===== src/rtl/chip_io_pkg.sv =====
// Shared chip I/O types: frame/channel widths, capture word payload and FSM state.
`timescale 1ns/1ps
package chip_io_pkg;

   localparam int unsigned WORD_W = 8;
   localparam int unsigned CHAN_W = 4;

   typedef enum logic {
      ST_IDLE  = 1'b0,
      ST_SHIFT = 1'b1
   } cap_state_t;

   typedef struct packed {
      logic [CHAN_W-1:0] chan;
      logic [WORD_W-1:0] data;
   } capture_word_t;

   function automatic logic [15:0] sat_inc16(input logic [15:0] v);
      return (v == 16'hFFFF) ? v : v + 16'd1;
   endfunction

endpackage


===== src/rtl/readout_fifo.sv =====
// Synchronous FIFO of tagged capture words with a registered head; a push while
// full is still accepted when a pop happens in the same cycle.
`timescale 1ns/1ps
module readout_fifo
   import chip_io_pkg::*;
#(
   parameter  int unsigned DEPTH = 8,
   localparam int unsigned PTR_W = $clog2(DEPTH),
   localparam int unsigned LVL_W = PTR_W + 1
) (
   input  logic              clk,
   input  logic              rst_n,
   input  logic              push,
   input  capture_word_t     wdata,
   input  logic              pop,
   output capture_word_t     head,
   output logic              valid,
   output logic [LVL_W-1:0]  level,
   output logic              accept_c
);

   capture_word_t    mem [DEPTH];
   logic [PTR_W-1:0] wr_ptr;
   logic [PTR_W-1:0] rd_ptr;
   logic [PTR_W-1:0] rd_nxt_c;
   logic [LVL_W-1:0] level_nxt_c;
   logic             full_c;
   logic             pop_c;

   always_comb begin
      full_c      = (level == LVL_W'(DEPTH));
      pop_c       = pop & valid;
      accept_c    = push & (~full_c | pop_c);
      rd_nxt_c    = rd_ptr + PTR_W'(1);
      level_nxt_c = level + LVL_W'(accept_c) - LVL_W'(pop_c);
   end

   // Storage needs no reset: the head register and level gate visibility.
   always_ff @(posedge clk) begin
      if (accept_c) begin
         mem[wr_ptr] <= wdata;
      end
   end

   always_ff @(posedge clk or negedge rst_n) begin
      if (!rst_n) begin
         wr_ptr <= '0;
         rd_ptr <= '0;
         level  <= '0;
         valid  <= 1'b0;
         head   <= '0;
      end else begin
         if (accept_c) begin
            wr_ptr <= wr_ptr + PTR_W'(1);
         end
         if (pop_c) begin
            rd_ptr <= rd_nxt_c;
         end
         level <= level_nxt_c;
         valid <= (level_nxt_c != '0);
         // Head follows the oldest entry; a lone entry popped with a push hands over to the new word.
         if (pop_c) begin
            if (level > LVL_W'(1)) begin
               head <= mem[rd_nxt_c];
            end else if (accept_c) begin
               head <= wdata;
            end
         end else if ((level == '0) && accept_c) begin
            head <= wdata;
         end
      end
   end

endmodule


===== src/rtl/readout_capture.sv =====
// Deserializes the chip's sdout line per 8-bit frame, tags it with the channel address
// latched at frame start and queues it behind a valid/ready port. Option: READOUT_COMPARE_EN.
`timescale 1ns/1ps
module readout_capture
   import chip_io_pkg::*;
#(
   parameter  int unsigned DEPTH = 8,
   localparam int unsigned LVL_W = $clog2(DEPTH) + 1,
   localparam int unsigned CNT_W = $clog2(WORD_W)
) (
   input  logic              clk_in,
   input  logic              resn,
   input  logic              en,
   input  logic              sdout,
   input  logic [CHAN_W-1:0] sel,
   input  logic              clr_ovf,
   input  logic              out_ready,
`ifdef READOUT_COMPARE_EN
   input  logic [WORD_W-1:0] exp_data,
   output logic              mismatch,
   output logic [15:0]       err_count,
`endif
   output logic              out_valid,
   output logic [WORD_W-1:0] out_data,
   output logic [CHAN_W-1:0] out_chan,
   output logic [LVL_W-1:0]  fifo_level,
   output logic              overflow,
   output logic              abort,
   output logic [31:0]       word_count
);

   localparam logic [CNT_W-1:0] LAST_BIT = CNT_W'(WORD_W - 1);

   cap_state_t        state;
   cap_state_t        state_nxt;
   logic [CNT_W-1:0]  bit_cnt;
   logic [WORD_W-1:0] shift;
   logic [CHAN_W-1:0] chan_tag;
   logic              push_pend;
   capture_word_t     pend_word;
   capture_word_t     head;
   logic              accept_c;
   logic              drop_c;
   logic              sample_c;
   logic              first_c;
   logic              last_c;
   logic              abort_c;
   logic [WORD_W-1:0] word_c;

   always_ff @(posedge clk_in or negedge resn) begin
      if (!resn) begin
         state <= ST_IDLE;
      end else begin
         state <= state_nxt;
      end
   end

   always_comb begin
      state_nxt = ST_IDLE;
      if (en) begin
         state_nxt = ST_SHIFT;
      end
   end

   // Frame decode: first/last bit strobes, and abort when en falls inside a frame.
   always_comb begin
      sample_c = 1'b0;
      first_c  = 1'b0;
      last_c   = 1'b0;
      abort_c  = 1'b0;
      unique case (state)
         ST_IDLE: begin
            sample_c = en;
            first_c  = en;
         end
         ST_SHIFT: begin
            sample_c = en;
            first_c  = en & (bit_cnt == '0);
            last_c   = en & (bit_cnt == LAST_BIT);
            abort_c  = ~en & (bit_cnt != '0);
         end
         default: begin
            sample_c = 1'b0;
         end
      endcase
   end

   assign word_c = {shift[WORD_W-2:0], sdout};

   always_ff @(posedge clk_in or negedge resn) begin
      if (!resn) begin
         bit_cnt   <= '0;
         shift     <= '0;
         chan_tag  <= '0;
         push_pend <= 1'b0;
         pend_word <= '0;
         abort     <= 1'b0;
      end else begin
         abort     <= abort_c;
         push_pend <= last_c;
         if (sample_c) begin
            shift   <= word_c;
            bit_cnt <= last_c ? '0 : bit_cnt + CNT_W'(1);
            if (first_c) begin
               chan_tag <= sel;
            end
         end else begin
            bit_cnt <= '0;
            shift   <= '0;
         end
         if (last_c) begin
            pend_word.chan <= chan_tag;
            pend_word.data <= word_c;
         end
      end
   end

   readout_fifo #(.DEPTH(DEPTH)) u_fifo (
      .clk      (clk_in),
      .rst_n    (resn),
      .push     (push_pend),
      .wdata    (pend_word),
      .pop      (out_ready),
      .head     (head),
      .valid    (out_valid),
      .level    (fifo_level),
      .accept_c (accept_c)
   );

   assign out_data = head.data;
   assign out_chan = head.chan;
   assign drop_c   = push_pend & ~accept_c;

   // A drop in the same cycle as clr_ovf keeps the flag set.
   always_ff @(posedge clk_in or negedge resn) begin
      if (!resn) begin
         overflow   <= 1'b0;
         word_count <= '0;
      end else begin
         if (drop_c) begin
            overflow <= 1'b1;
         end else if (clr_ovf) begin
            overflow <= 1'b0;
         end
         if (accept_c) begin
            word_count <= word_count + 32'd1;
         end
      end
   end

`ifdef READOUT_COMPARE_EN
   // Compare runs on frame completion regardless of whether the FIFO accepts the word.
   always_ff @(posedge clk_in or negedge resn) begin
      if (!resn) begin
         mismatch  <= 1'b0;
         err_count <= '0;
      end else begin
         mismatch <= 1'b0;
         if (last_c && (word_c != exp_data)) begin
            mismatch  <= 1'b1;
            err_count <= sat_inc16(err_count);
         end
      end
   end
`endif

endmodule


===== config.mk =====
export PLATFORM = sky130hd
export DESIGN_NAME = readout_capture
export DESIGN_NICKNAME = d
export VERILOG_FILES = /design/src/rtl/chip_io_pkg.sv /design/src/rtl/readout_fifo.sv /design/src/rtl/readout_capture.sv
export SDC_FILE = /design/constraint.sdc
export NUM_CORES = 1
export LEC_CHECK = 0
export CAP_MARGIN = 20
export CORE_MARGIN = 3
export CORE_UTILIZATION = 50
export DETAILED_ROUTE_END_ITERATION = 10
export HOLD_SLACK_MARGIN = 0.1
export PLACE_DENSITY = 0.7
export SLEW_MARGIN = 5
export SYNTH_ARGS = -nofsm -noshare
export SYNTH_HDL_FRONTEND = slang
export SYNTH_SLANG_ARGS = --single-unit

===== constraint.sdc =====
create_clock -name clk_in -period 4.88 [get_ports clk_in]
set_clock_uncertainty 0.1 [all_clocks]
set_input_delay 0.732 -clock clk_in [delete_from_list [all_inputs] [get_ports clk_in]]
set_output_delay 0.732 -clock clk_in [all_outputs]
set_load 0.01 [all_outputs]

==> results of run 1 <==
[final cells by class]
cell class | count | area share (%)
flip-flops and latches | 181 | 55.5
multi-input cells | 291 | 26.4
repair buffers | 73 | 7.71
clock buffers | 25 | 5.72
well taps | 184 | 2.55
clock inverters | 7 | 1.30
inverters | 19 | 0.790
[path summary, 6_finish.rpt]
kind | slack, ps | endpoint | start | cells after the start
worst min register to register | 380 | shift[1]$_DFF_PN0_ | shift[0]$_DFF_PN0_ | 1
worst min-delay path | 190 | word_count[21]$_DFFE_PN0P_ | resn | 1
worst max register to register | 1810 | u_fifo.head[4]$_DFFE_PN0P_ | u_fifo.rd_ptr[0]$_DFFE_PN0N_ | 5
worst max-delay path | 1750 | u_fifo.valid$_DFF_PN0_ | out_ready | 10
min in group clk_in | 380 | shift[1]$_DFF_PN0_ | shift[0]$_DFF_PN0_ | 1
max in group asynchronous | 3500 | u_fifo.head[4]$_DFFE_PN0P_ | resn | 2
[synth_stat cells, types with 3 or more instances]
cell	instances
a22oi_1	12
buf_1	3
o31ai_1	12
buf_2	11
nor3_1	6
dfrtp_1	85
and2_1	10
and4_1	6
o21ai_0	9
nand3_1	25
nand4_1	5
mux2i_1	12
xor2_1	26
edfxtp_1	96
nor2_1	4
nor4b_1	4
nand2_1	24
buf_4	4
xnor2_1	13
and3_1	5
clkbuf_1	6
mux2_2	53
nor4_2	13
inv_1	18
o22ai_1	13
nor4_1	7
ha_1	12
o21ai_1	4
nand2b_1	3
[power by group]
part	internal [mW]	leakage [nW]	switching [mW]
clock	0.893	0.313	0.549
sequential	1.70	1.91	0.106
combinational	0.571	1.28	0.629
total	3.17	3.51	1.28
[logic make-up after synthesis]
logic type / share of synthesized area (%)
and+or+nand+nor: 9.97
buffers and inverters: 2.66
xor gates and xnor gates: 4.51
AOI/OAI and AO/OA: 4.93
DFF: 66.2
adders and majority gates: 2.25
muxes: 9.47
[metal layers]
layer | wire length (um) | share of wire [%]
met1 | 6830 | 46
met2 | 6960 | 47
met3 | 751 | 5.1
met4 | 191 | 1.3
met5 | 0 | 0
[registers in the layout (all words and copies together), names as in the netlist]
| signal | flops |
|---|---|
| abort | 1 |
| bit_cnt | 3 |
| chan_tag | 4 |
| overflow | 1 |
| pend_word | 12 |
| push_pend | 1 |
| shift | 7 |
| state | 1 |
| u_fifo.head | 12 |
| u_fifo.level | 4 |
| u_fifo.mem | 96 |
| u_fifo.rd_ptr | 3 |
| u_fifo.valid | 1 |
| u_fifo.wr_ptr | 3 |
| word_count | 32 |
[critical path, cell delays in order]
cell             delay (ps)
clkdlybuf4s50_1         430
a211o_1                 350
o21ai_4                 120
buf_4                   420
inv_2                   170
ha_1                    260
a21o_1                  150
a21oi_1                 160
xor2_1                   90
or4_1                   410
[stage by stage]
step                cells  cell area [um2]  hold slack (ps)  utilization, %  total power, mW
floorplan             516             7570              336               -             2.64
global placement      748             8390              355            57.3             3.02
detailed placement    748             8390              364            57.3             3.05
CTS                   780             9030              198            61.6             4.49
global route          780             9030              215            61.6             4.67
finish                780             9030              187            61.6             4.45
==> results.py, run 1 <==
metrics = {
    "outcome": {
        "outcome": "completed",
    },
    "grt": {
        "met3_usage_pct": 4.00,
        "grt-busiest-layer": "met2",
        "grt_max_degree": 45,
        "grt_pass1_vias": 4577,
        "antenna_found_initial": 0,
        "grt_first_pass_wirelength_um": 24600,
        "grt.overflow.total": 0,
        "met1_usage_pct": 27.4,
        "grtUsageTotal_pct": 19.2,
        "met2_usage_pct": 30.0,
    },
    "clocking": {
        "root_buffer": "clkbuf_16",
        "insertion_delay_ps": 420,
        "path_clk_slew_ps": 60,
        "cts_buffers": 17,
        "cts_setup_buffers": 0,
        "h-tree-depth": 4,
        "cts_buffer_depth": 2,
        "cts_tree": "built",
        "holdBufCountCts": 0,
        "clock_sinks": 181,
        "cts_resized": 0,
    },
    "logic_synthesis": {
        "synth_nets": 539,
        "yosys.cell_types.count": 43,
        "synth_area_leader_cell": "edfxtp_1",
        "synth_ff_type": "edfxtp_1",
        "avgSynthCellArea_um2": 14.7,
        "synth_area_leaders": "edfxtp_1 (38%), dfrtp_1 (28%), mux2_2 (7.9%), xor2_1 (3.0%), nor4_2 (2.1%)",
        "async_reset_ff_share_pct": 47.0,
        "synth_top_cell_area_share_pct": 38.1,
        "yosysWarnings": 0,
        "syn_inst": 516,
        "synth_edf_count": 96,
        "syn-cell-area_mm2": 0.00757,
        "synth-seq-cells": 181,
        "yosysSeqAreaShare_pct": 66.2,
    },
    "power_and_ir_drop": {
        "power_density_mw_per_mm2": 493,
        "leakage_nw": 3.51,
        "vdd_drop_max_mv": 0.284,
    },
    "timing": {
        "drv_slew": 0,
        "rsz0062_at_grt": "false",
        "fin_crit_ps": 3130,
        "fin_tns_setup_ps": 0,
        "layout_setup_ws_ps": 1750,
        "fin_crit_sh_pct": 64.2,
        "worst_slew_pin_slew_ps": 1030,
        "setup_violations": 0,
        "fmax_mhz": 319,
        "max_slew_margin_pct": 31.2,
        "hold_viol": 0,
    },
    "placed_design": {
        "port_buffers": 60,
        "hpwl_um": 9560,
        "dp_slack_ps": 1310,
        "gp_congestion": 0.782,
    },
    "die": {
        "die_y_um": 129,
        "fp.dieW_um": 129,
        "fp-row-count": 44,
        "io_pins": 61,
        "coreArea_mm2": 0.0146,
        "start_util_pct": 51.7,
        "dieArea_mm2": 0.0166,
    },
    "detailed_routing": {
        "postRouteAntennaNets": 0,
        "drt_iter0_markers": 352,
        "dr.pass1.iters": 4,
        "drt-vias-per-instance": 5.60,
        "routed_wl_um": 14700,
        "wl_per_cell_um": 18.9,
        "vias": 4367,
        "drc_errors": 0,
    },
    "finish": {
        "n_antenna_cell": 0,
        "seq_area_mm2": 0.00501,
        "fillers": 1067,
        "post_route_cells_drive_above_1_share_pct": 19.6,
        "final_cell_mix": "edfxtp_1 (96), dfrtp_1 (85), clkdlybuf4s50_1 (59)",
        "multi_input_area_mm2": 0.00238,
        "layout_commonest_cell": "edfxtp_1",
        "nets": 606,
        "area_delta_synth_final_pct": 19.3,
    },
    "setup_path": {
        "crit_required_ps": 5070,
        "crit_fanout": 35,
        "worstSetupPathType": "primary input to register",
        "worst_ep_arrival_time_ps": 3320,
        "cp-start-kind": "primary input",
        "critPathCaptureType": "register",
    },
    "job": {
        "maxCapViolCount": 0,
    },
    "min_path": {
        "worst_hold_path_type": "primary input to async pin",
    },
}
Power figures use the tool's default switching activity.
==> inputs of run 2 (changes only) <==
==> constraint.sdc (replaced) <==
create_clock -name clk_in -period 3.1 [get_ports clk_in]
set_clock_uncertainty 0.1 [all_clocks]
set_input_delay 0.465 -clock clk_in [delete_from_list [all_inputs] [get_ports clk_in]]
set_output_delay 0.465 -clock clk_in [all_outputs]
set_load 0.01 [all_outputs]
==> run 2 against run 1 <==
Count of clock-buffer cells in the layout shrank 8. Wire length fell by 1.5%. Worst hold slack better by 190 ps. First-iteration DRC count fell by 43%. Flip-flop and latch count did not move. Cell count is 1.2% higher. Setup slack got worse by 1100 ps. Critical path depth is the same. Total power increased by 59%. Final area increased by 1.1%. Clock power grew 58%. Die area did not move.
==> results.py, run 2 (synthesis results as in run 1) <==
metrics = {
    "outcome": {
        "outcome": "completed",
    },
    "die": {
        "dieArea_mm2": 0.0166,
        "coreArea_mm2": 0.0146,
        "io_pins": 61,
        "start_util_pct": 51.7,
        "die_y_um": 129,
        "fp-row-count": 44,
        "fp.dieW_um": 129,
    },
    "detailed_routing": {
        "drt_iter0_markers": 199,
        "wl_met3_um": 552,
        "wl_met2_um": 7170,
        "postRouteAntennaNets": 0,
        "wl_per_cell_um": 18.4,
        "routed_wl_um": 14500,
        "dr.max_layer_used": "met4",
        "drc_errors": 0,
        "dr.pass1.iters": 4,
        "vias": 4453,
        "wl_met1_um": 6580,
        "drt-vias-per-instance": 5.64,
    },
    "finish": {
        "nets": 615,
        "final_cell_mix": "edfxtp_1 (96), dfrtp_1 (85), clkdlybuf4s50_1 (59)",
        "reg_top3": "u_fifo.mem x96, word_count x32",
        "area_delta_synth_final_pct": 20.5,
        "layout_commonest_cell": "edfxtp_1",
        "largest_register_ffs": 96,
        "final_area_mm2": 0.00912,
        "post_route_cells_drive_above_1_share_pct": 21.2,
        "n_antenna_cell": 0,
        "top_register": "u_fifo.mem",
    },
    "timing": {
        "worst_slew_pin_slew_ps": 722,
        "drv_slew": 0,
        "hold_viol": 0,
        "fin_crit_ps": 2480,
        "max_slew_margin_pct": 51.7,
        "setup_violations": 0,
        "fin_tns_setup_ps": 0,
        "holdWs_ps": 373,
        "fmax_mhz": 403,
        "fin_crit_sh_pct": 80.1,
        "rsz0062_at_grt": "false",
    },
    "setup_path": {
        "crit_required_ps": 3300,
        "critPathCaptureType": "register",
        "timing.rr.end": "u_fifo.valid$_DFF_PN0_",
        "crit_fanout": 4,
        "reg2regPathDepth": 10,
        "r2r-start": "u_fifo.level[2]$_DFF_PN0_",
        "reg2reg_slack_ps": 700,
        "worst_ep_arrival_time_ps": 2680,
        "worstSetupPathType": "primary input to register",
        "cp-start-kind": "primary input",
    },
    "job": {
        "maxCapViolCount": 0,
    },
    "power_and_ir_drop": {
        "intPower_mw": 4.97,
        "power.share.clock_pct": 32.0,
        "power_density_mw_per_mm2": 778,
        "power.switching_mw": 2.12,
        "combPwrFrac_pct": 28.4,
        "leakage_nw": 3.56,
        "p_sw_share_pct": 29.9,
        "power_mw": 7.09,
        "vdd_drop_max_mv": 0.402,
        "seq_power_share_pct": 39.6,
    },
    "min_path": {
        "min_to": "word_count[31]$_DFFE_PN0P_",
        "hold_depth": 1,
        "hold_start": "word_count[31]$_DFFE_PN0P_",
        "worst_hold_path_type": "register to register",
    },
    "grt": {
        "grt_first_pass_wirelength_um": 24000,
        "grtUsageTotal_pct": 18.6,
        "antenna_found_initial": 0,
        "grt.overflow.total": 0,
        "grt_pass1_vias": 4582,
        "grt_max_degree": 86,
    },
    "clocking": {
        "clock_sinks": 181,
        "path_clk_slew_ps": 70,
        "h-tree-depth": 4,
        "cts_resized": 0,
        "cts_tree": "built",
        "insertion_delay_ps": 430,
        "root_buffer": "clkbuf_16",
        "cts_buffer_depth": 2,
        "cts_buffers": 17,
    },
    "placed_design": {
        "port_buffers": 60,
        "hpwl_um": 9400,
        "postPlaceCellArea_mm2": 0.00845,
        "gp_congestion": 0.772,
    },
}
==> run 2: changes by cell type in the layout (fill, tap and decap cells not counted), sizes merged <==
cell	delta
inv	+7
clkinv	+1
clkbuf	-8
buf	+8
dlygate4sd3	+1
==> run 2: timing repair <==
action / CTS / global route
setup buffers: 0 / 0
endpoints found under the hold margin: 0 / 45
hold buffers: 0 / 1
==> run 2: worst max path at each step <==
stage / start / end / slack [ps]
after floorplan: u_fifo.level[2]$_DFF_PN0_ / u_fifo.mem[2][0]$_DFFE_PP_ / 130
after global placement: out_ready / u_fifo.valid$_DFF_PN0_ / 220
after detailed placement: out_ready / u_fifo.valid$_DFF_PN0_ / 170
after CTS: out_ready / u_fifo.valid$_DFF_PN0_ / 630
after global routing: out_ready / u_fifo.valid$_DFF_PN0_ / 540
final: out_ready / u_fifo.valid$_DFF_PN0_ / 620
==> run 2: per-layer routing <==
metal  vias to the layer above  track usage, %
li1                       2074               -
met1                      2265            25.6
met2                        95            29.3
met3                        19            4.25
met4                         0            6.79
met5                         -               0
==> run 2: per-stage QoR <==
step	setup slack, ps	utilization (%)	cells
5_1_grt	535	62.3	789
3_3_place_gp	225	57.7	754
3_5_place_dp	174	57.7	754
4_1_cts	625	62.0	786
6_report	616	62.3	789
2_1_floorplan	129	-	516
==> run 2: layout make-up <==
class                      instances  area, um2
sequential                       181       5010
clock buffer                      17        425
multi-input combinational        291       2380
inverter                          19       71.3
tap                              184        230
clock inverter                    15        209
fill                            1121       5520
timing repair buffer              82        791
==> run 2: power by group through the flow <==
stage	combinational (mW)	sequential, mW	clock (mW)
global placement	1.97	2.86	0
finish	2.02	2.81	2.27
global route	2.20	2.83	2.42
detailed placement	2.01	2.86	0
floorplan	1.28	2.88	0
CTS	2.03	2.81	2.31
==> run 2: worst max-delay path, cell delays in order <==
cell and delay [ps]:
clkdlybuf4s50_1 490, nand2_1 80, inv_1 120, ha_1 240
inv_1 60, ha_1 160, inv_1 60, fa_1 470
inv_1 50, or4_1 510
==> inputs of run 3 (changes only) <==
--- a/config.mk
+++ b/config.mk
@@ -10,7 +10,7 @@
 export CORE_UTILIZATION = 50
 export DETAILED_ROUTE_END_ITERATION = 10
 export HOLD_SLACK_MARGIN = 0.1
-export PLACE_DENSITY = 0.7
+export PLACE_DENSITY = 0.73
 export SLEW_MARGIN = 5
 export SYNTH_ARGS = -nofsm -noshare
 export SYNTH_HDL_FRONTEND = slang
==> constraint.sdc (replaced) <==
create_clock -name clk_in -period 2.1 [get_ports clk_in]
set_clock_uncertainty 0.1 [all_clocks]
set_input_delay 0.315 -clock clk_in [delete_from_list [all_inputs] [get_ports clk_in]]
set_output_delay 0.315 -clock clk_in [all_outputs]
set_load 0.01 [all_outputs]
==> run 3 against run 2 <==
The flow now finishes with violations (setup timing). Sequential power grew 47%. Sequential share of layout area shrank 2.8 points. Die area is the same. Global-route usage grew 1.3 points. Non-clock buffer count grew 25. Setup slack lost 760 ps. Combinational power grew 66%. Total power grew 53%.
==> results.py, run 3 (synthesis results as in run 1) <==
metrics = {
    "detailed_routing": {
        "drt_iter0_markers": 304,
        "postRouteAntennaNets": 0,
        "drt-vias-per-instance": 5.66,
        "dr.pass1.iters": 4,
        "vias": 4604,
        "wl_met2_um": 7720,
        "dr.max_layer_used": "met4",
        "routed_wl_um": 15300,
        "wl_per_cell_um": 18.8,
        "wl_met3_um": 605,
        "drc_errors": 0,
        "wl_met1_um": 6850,
    },
    "placed_design": {
        "dp_slack_ps": -580,
        "port_buffers": 60,
        "gp_congestion": 0.803,
        "hpwl_um": 10000,
        "dpl.cell_count": 771,
    },
    "outcome": {
        "failed_checks": "setup timing",
        "outcome": "complete, but fails checks",
    },
    "setup_path": {
        "worst_ep_arrival_time_ps": 2440,
        "startpoint": "u_fifo.valid$_DFF_PN0_",
        "worstSetupPathType": "register to register",
        "critPathCaptureType": "register",
        "crit_fanout": 3,
        "crit_required_ps": 2290,
        "r2r-start": "u_fifo.valid$_DFF_PN0_",
        "cp-start-kind": "register",
    },
    "job": {
        "maxCapViolCount": 0,
    },
    "timing": {
        "fin_tns_setup_ps": -144,
        "hold_viol": 0,
        "layout_setup_ws_ps": -144,
        "drv_slew": 0,
        "holdWs_ps": 297,
        "fmax_mhz": 446,
        "fin_crit_sh_pct": 107,
        "setup_violations": 1,
        "max_slew_margin_pct": 61.0,
        "worst_slew_pin_slew_ps": 582,
        "rsz0062_at_grt": "true",
        "fin_crit_ps": 2240,
    },
    "finish": {
        "n_antenna_cell": 0,
        "final_cell_mix": "edfxtp_1 (96), dfrtp_1 (84), clkdlybuf4s50_1 (59)",
        "layout_commonest_cell": "edfxtp_1",
        "nets": 640,
        "fillers": 1029,
        "top_register": "u_fifo.mem",
        "fin_cells": 814,
        "reg_top3": "u_fifo.mem x96, word_count x32",
        "multi_input_area_mm2": 0.00254,
        "post_route_cells_drive_above_1_share_pct": 28.1,
        "area_delta_synth_final_pct": 27.1,
        "seq_area_mm2": 0.00501,
        "largest_register_ffs": 96,
    },
    "clocking": {
        "cts_tree": "built",
        "clock_sinks": 181,
        "cts_buffer_depth": 2,
        "h-tree-depth": 4,
        "root_buffer": "clkbuf_16",
        "cts_buffers": 17,
        "path_clk_slew_ps": 60,
        "insertion_delay_ps": 430,
    },
    "die": {
        "dieArea_mm2": 0.0166,
        "die_y_um": 129,
        "io_pins": 61,
        "fp.dieW_um": 129,
        "start_util_pct": 51.7,
        "coreArea_mm2": 0.0146,
        "fp-row-count": 44,
    },
    "grt": {
        "antenna_found_initial": 0,
        "grtUsageTotal_pct": 19.8,
        "grt.overflow.total": 0,
        "grt_first_pass_wirelength_um": 25600,
        "grt_pass1_vias": 4833,
        "grt_max_degree": 48,
    },
    "min_path": {
        "worst_hold_path_type": "primary input to async pin",
    },
    "power_and_ir_drop": {
        "power_density_mw_per_mm2": 1130,
        "vdd_drop_max_mv": 0.679,
        "leakage_nw": 3.73,
    },
}
run 3: metrics by stage:
stage / power [mW] / util, % / area, um2
4_1_cts: 10.9 / 65.5 / 9600
6_report: 10.9 / 65.7 / 9610
2_1_floorplan: 6.21 / - / 7710
3_5_place_dp: 7.39 / 60.2 / 8820
3_3_place_gp: 7.30 / 60.2 / 8820
5_1_grt: 11.4 / 65.7 / 9610
run 3: path summary, 6_finish.rpt:
kind / depth (start not counted) / slack (ps) / endpoint
hold / removal: 2 / 300 / word_count[29]$_DFFE_PN0P_
setup / recovery: 9 / -140 / u_fifo.valid$_DFF_PN0_
max in group asynchronous: 3 / 970 / word_count[22]$_DFFE_PN0P_
setup reg to reg: 9 / -140 / u_fifo.valid$_DFF_PN0_
min in group clk_in: 1 / 360 / state$_DFF_PN0_
hold reg to reg: 1 / 380 / pend_word[7]$_DFFE_PN0P_
run 3: where the power goes:
part	leakage [nW]	switching (mW)	internal (mW)
logic	1.49	1.68	1.68
registers	1.91	0.176	3.96
clock network	0.329	1.40	1.99
total	3.73	3.25	7.63
run 3: per-layer routing:
| metal | up-vias | GRT usage (%) |
|---|---|---|
| met5 | - | 0 |
| met4 | 0 | 6.98 |
| met2 | 115 | 31.6 |
| met1 | 2355 | 27.6 |
| met3 | 13 | 3.83 |
| li1 | 2121 | - |
run 3: critical path, cell delays in order (launching register included):
cell and delay [ps]:
dfrtp_1 410, nand2_2 100, inv_2 50, ha_4 210
inv_4 50, ha_4 120, inv_2 30, fa_1 480
inv_2 50, or4_4 500
run 3: cell type report:
type,count,area share (%)
Tap cell,184,2.39
Timing Repair Buffer,107,11.4
Sequential cell,181,52.1
Clock inverter,9,0.859
Inverter,19,0.820
Multi-Input combinational cell,291,26.5
Clock buffer,23,5.99
run 3: repair_timing:
action / CTS / global route
gates cloned: 0 / 1
resized for setup: 9 / 5
hold buffers: 1 / 0
pin swaps: 3 / 4
endpoints found under the setup margin: 13 / 13
endpoints found under the hold margin: 38 / 0
buffers inserted: 10 / 1
